`config.mk`:
```
export PLATFORM = sky130hd
export DESIGN_NAME = prog_loader
export DESIGN_NICKNAME = d
export VERILOG_FILES = /design/src/rtl/prog_loader.sv
export SDC_FILE = /design/constraint.sdc
export NUM_CORES = 1
export LEC_CHECK = 0
export ABC_AREA = 1
export CORE_AREA = 2 2 155 97
export DETAILED_ROUTE_END_ITERATION = 8
export DIE_AREA = 0 0 157 99
export HOLD_SLACK_MARGIN = 0.15
export PLACE_DENSITY = 0.71
export SYNTH_ARGS = -nofsm -noshare
export SYNTH_HDL_FRONTEND = slang
export SYNTH_SLANG_ARGS = --single-unit
```
`constraint.sdc`:
```
create_clock -name clk -period 7.4 [get_ports clk]
set_input_delay 1.48 -clock clk [delete_from_list [all_inputs] [get_ports clk]]
set_output_delay 1.48 -clock clk [all_outputs]
set_load 0.1 [all_outputs]
```
`src/rtl/prog_loader.sv`:
```
// Serial program loader: receives 8N1 bytes into a 16 x 8 instruction RAM while
// holding the CPU in reset; the CPU fetches {op, im} combinationally by pc.
module prog_loader #(
    parameter int CLKS_PER_BIT = 434
) (
    input  logic       clk,
    input  logic       rst,
    input  logic       rxd,
    input  logic       load_req,
    input  logic [3:0] pc,
    output logic [3:0] op,
    output logic [3:0] im,
    output logic       cpu_rst,
    output logic       busy,
    output logic       err,
    output logic [3:0] wr_addr
);

    localparam int CNT_W = $clog2(CLKS_PER_BIT);
    localparam logic [CNT_W-1:0] BIT_LAST  = CNT_W'(CLKS_PER_BIT - 1);
    localparam logic [CNT_W-1:0] HALF_LAST = CNT_W'(CLKS_PER_BIT / 2 - 1);
    localparam logic [CNT_W-1:0] CNT_ONE   = CNT_W'(1);

    localparam logic [1:0] RX_IDLE  = 2'd0;
    localparam logic [1:0] RX_START = 2'd1;
    localparam logic [1:0] RX_DATA  = 2'd2;
    localparam logic [1:0] RX_STOP  = 2'd3;

    logic             rxd_p0;
    logic             rxd_p1;
    logic             rxd_p2;
    logic [1:0]       rx_state;
    logic [CNT_W-1:0] bit_cnt;
    logic [2:0]       bit_idx;
    logic [7:0]       rx_shift;
    logic             stop_tick;
    logic [7:0]       ram [16];

    // rxd_p0/rxd_p1 form the synchronizer; rxd_p2 only serves falling-edge detection
    always_ff @(posedge clk or posedge rst) begin
        if (rst) begin
            rxd_p0 <= 1'b1;
            rxd_p1 <= 1'b1;
            rxd_p2 <= 1'b1;
        end else begin
            rxd_p0 <= rxd;
            rxd_p1 <= rxd_p0;
            rxd_p2 <= rxd_p1;
        end
    end

    always_ff @(posedge clk or posedge rst) begin
        if (rst) begin
            rx_state <= RX_IDLE;
            bit_cnt  <= '0;
            bit_idx  <= '0;
            rx_shift <= '0;
        end else begin
            case (rx_state)
                RX_IDLE: begin
                    bit_cnt <= '0;
                    bit_idx <= '0;
                    if (!rxd_p1 && rxd_p2) begin
                        rx_state <= RX_START;
                    end
                end
                RX_START: begin
                    if (bit_cnt == HALF_LAST) begin
                        bit_cnt  <= '0;
                        rx_state <= rxd_p1 ? RX_IDLE : RX_DATA;
                    end else begin
                        bit_cnt <= bit_cnt + CNT_ONE;
                    end
                end
                RX_DATA: begin
                    if (bit_cnt == BIT_LAST) begin
                        bit_cnt  <= '0;
                        rx_shift <= {rxd_p1, rx_shift[7:1]};
                        bit_idx  <= bit_idx + 3'd1;
                        if (bit_idx == 3'd7) begin
                            rx_state <= RX_STOP;
                        end
                    end else begin
                        bit_cnt <= bit_cnt + CNT_ONE;
                    end
                end
                RX_STOP: begin
                    if (bit_cnt == BIT_LAST) begin
                        bit_cnt  <= '0;
                        rx_state <= RX_IDLE;
                    end else begin
                        bit_cnt <= bit_cnt + CNT_ONE;
                    end
                end
                default: rx_state <= RX_IDLE;
            endcase
        end
    end

    // The byte is consumed on the very edge its stop bit is sampled
    assign stop_tick = (rx_state == RX_STOP) && (bit_cnt == BIT_LAST);

    // load_req has priority over a byte finishing in the same cycle
    always_ff @(posedge clk or posedge rst) begin
        if (rst) begin
            for (int i = 0; i < 16; i++) begin
                ram[i] <= 8'h00;
            end
            busy    <= 1'b0;
            err     <= 1'b0;
            wr_addr <= 4'd0;
        end else if (load_req) begin
            busy    <= 1'b1;
            err     <= 1'b0;
            wr_addr <= 4'd0;
        end else if (busy && stop_tick) begin
            if (rxd_p1) begin
                ram[wr_addr] <= rx_shift;
                wr_addr      <= wr_addr + 4'd1;
                if (wr_addr == 4'hF) begin
                    busy <= 1'b0;
                end
            end else begin
                err <= 1'b1;
            end
        end
    end

    assign op      = ram[pc][7:4];
    assign im      = ram[pc][3:0];
    assign cpu_rst = rst | busy;

endmodule

```
==> impl_metrics.py <==
metrics = {
    "timing": {
        "fin_setup_tns_ns": 0,
        "period_minus_slack_ns": 5.94,
        "period_share_pct": 80.3,
        "fin_skew_ns": 0.0106,
        "slew_violations": 0,
        "fmax_mhz": 168,
        "setup_viol": 0,
        "hold_viol_final": 0,
        "hold_ws_ns": 0.358,
        "tightest_slew_ns": 1.14,
        "rsz0062_at_grt": "false",
        "timing.max_slew.rel_slack_pct": 23.9,
    },
    "layout": {
        "layout_commonest_cell": "nand2_1",
        "antenna_cells": 0,
        "fillCellCount": 1235,
        "final_util_pct": 59.7,
        "fin_nets": 911,
        "drive_gt1_share_pct": 5.95,
        "mostFrequentLayoutCells": "nand2_1 (209), o21ai_0 (171), dfrtp_1 (156)",
        "layout.cells.non_filler": 1105,
        "area_delta_synth_final_pct": 10.7,
    },
    "outcome": {
        "outcome": "finished clean",
    },
    "logic_synthesis": {
        "synth_top_cell_by_area": "dfrtp_1",
        "synth_top_family_by_area": "simple AND/OR/NAND/NOR gates",
        "ys_types": 28,
        "synth_area_per_cell_sq_um": 8.41,
        "synth-seq-area-share_pct": 52.5,
        "synthCells": 903,
        "synth-xor-area-share_pct": 0.346,
        "synth_compound_area_share_pct": 17.3,
        "synth-adder-area-share_pct": 1.48,
        "syn_nets": 920,
        "ys_seq_elements": 159,
        "synth_top_area_share_pct": 51.4,
        "synth_mux_area_share_pct": 0,
        "yosys_warnings": 0,
        "synth_simple_gate_area_share_pct": 19.6,
        "yosys-top-cells-area": "dfrtp_1 (51%), o21ai_0 (11%), nand2_1 (10%)",
        "synthesis.area_sq_mm": 0.00759,
    },
    "setup_path": {
        "startpoint_type": "input port",
        "worstSetupPathType": "input port to output port",
        "crit_arrival_ns": 4.46,
        "critPathMaxFanout": 17,
        "crit_path_end_kind": "output port",
        "required_ns": 5.92,
    },
    "die": {
        "ios": 23,
        "dieArea_sq_mm": 0.0155,
        "rows": 34,
        "start_util_pct": 53.9,
        "core-area_sq_mm": 0.0141,
        "dieWidth_um": 157,
        "die_y_um": 99,
    },
    "clock_tree": {
        "clk_pin_slew_worst_paths_ns": 0.07,
        "htreeDepth": 4,
        "cts_root_buffer": "clkbuf_16",
        "cts_tree": "done",
        "post_cts_buffers": 0,
        "clock-sinks": 159,
        "hold_buffers": 0,
        "cts_made_buffers": 17,
        "clockBufferDepth": 2,
        "clkLatencyLatePin_ns": 0.43,
        "post_cts_resized": 0,
    },
    "routing": {
        "ant_nets": 0,
        "wl_per_cell_um": 16.3,
        "drc": 0,
        "num_vias": 6032,
        "drt_pass1_iterations": 5,
        "drt-total-wl_um": 18000,
        "drtIter0Drc": 509,
        "drt-vias-per-instance": 5.46,
    },
    "worst_hold_path": {
        "hp-class": "flop to flop",
    },
    "power": {
        "cellLeakagePower_uw": 0.00361,
        "internal_power_uw": 1450,
        "pwr-share-seq_pct": 44.9,
        "pwr-share-comb_pct": 10.4,
        "p_switching_uw": 558,
        "sw_frac_of_total_pct": 27.8,
        "irDropWorstVdd_uv": 133,
        "powerDensity_mw_per_mm2": 238,
        "pwr-share-clk_pct": 44.7,
    },
    "global_routing": {
        "grt_overflow": 0,
        "antenna_found_initial": 0,
        "grt_pass1_vias": 5398,
        "grt_usage_pct": 24.9,
        "grt_pass1_wl_um": 29600,
        "grt_start_max_net_pins": 109,
    },
    "placement": {
        "place_inst": 1073,
        "io_buffers": 22,
        "routabilityCongestion": 0.894,
        "hpwl_um": 11300,
    },
    "flow_run": {
        "max_cap_violations": 0,
    },
}
[flip-flops by register name (all words and copies together), names as in the netlist, named ones only]
register and count:
rx_state 1, rxd_p0 1, rx_shift 8, wr_addr 4
rxd_p2 1, rxd_p1 1, busy 1, bit_cnt 9
err 1, bit_idx 3, ram 128
[power by group through the flow]
stage	Combinational [uW]	Sequential, uW	Clock, uW
2_1_floorplan	159	911	0
3_3_place_gp	207	914	0
3_5_place_dp	208	915	0
4_1_cts	208	899	906
5_1_grt	231	902	943
6_report	209	899	896
[critical path, stage by stage]
cell and delay, ns:
clkdlybuf4s50_1 0.96, inv_1 0.45, nand3_1 0.19, nand3_1 0.08, nand2_1 0.15, clkdlybuf4s50_1 1.15
[path summary, 6_finish.rpt]
| path | start | endpoint | slack, ns | depth (start not counted) |
|---|---|---|---|---|
| setup / recovery | pc[2] | im[2] | 1.46 | 6 |
| hold / removal | rxd_p0 | rxd_p1 | 0.36 | 0 |
| setup reg to reg | rxd_p1 | ram[90] | 4.53 | 4 |
| hold reg to reg | rxd_p0 | rxd_p1 | 0.36 | 0 |
| max in group asynchronous | rst | ram[95] | 4.49 | 3 |
| min in group asynchronous | rst | async pin | 1.67 | 2 |
[Yosys cell counts, drive strengths merged]
cell / n
buf: 20
dfstp: 3
o211ai: 32
nand3: 76
nor2: 38
nor3: 4
clkbuf: 33
inv: 100
or2: 1
a21oi: 36
o21ai: 177
nor3b: 1
nand4: 3
xor2: 3
dfrtp: 156
ha: 9
a31oi: 1
nand2: 210
[routing by layer]
| metal | vias to the layer above | GRT usage, % | wire [um] |
|---|---|---|---|
| li1 | 2955 | - | - |
| met1 | 2876 | 39.7 | 9150 |
| met2 | 178 | 33.9 | 7340 |
| met3 | 23 | 4.97 | 1260 |
| met4 | 0 | 7.62 | 263 |
| met5 | - | 0 | 0 |
[layout make-up]
class | instances | area, sq um | area share [%]
Clock inverter | 15 | 176 | 2.10
Sequential cell | 159 | 3980 | 47.4
Clock buffer | 17 | 425 | 5.06
Tap cell | 198 | 248 | 2.95
Multi-Input combinational cell | 591 | 2940 | 35.0
Timing Repair Buffer | 25 | 248 | 2.95
Inverter | 100 | 380 | 4.53
[cells by family (layout without fill, tap and decap cells)]
family	Yosys count	in the layout
AOI/OAI and AO/OA	246	246
buffers and inverters	153	157
and+or+nand+nor	333	333
xor gates and xnor gates	3	3
adders and majority gates	9	9
DFF	159	159
[through the flow]
| step | total power [uW] | area [sq um] | worst slack, ns |
|---|---|---|---|
| 3_3_place_gp | 1120 | 7800 | 1.57 |
| 5_1_grt | 2080 | 8400 | 1.36 |
| 2_1_floorplan | 1070 | 7590 | 1.63 |
| 6_report | 2000 | 8400 | 1.46 |
| 3_5_place_dp | 1120 | 7800 | 1.50 |
| 4_1_cts | 2010 | 8400 | 1.48 |
Power figures use the tool's default switching activity.
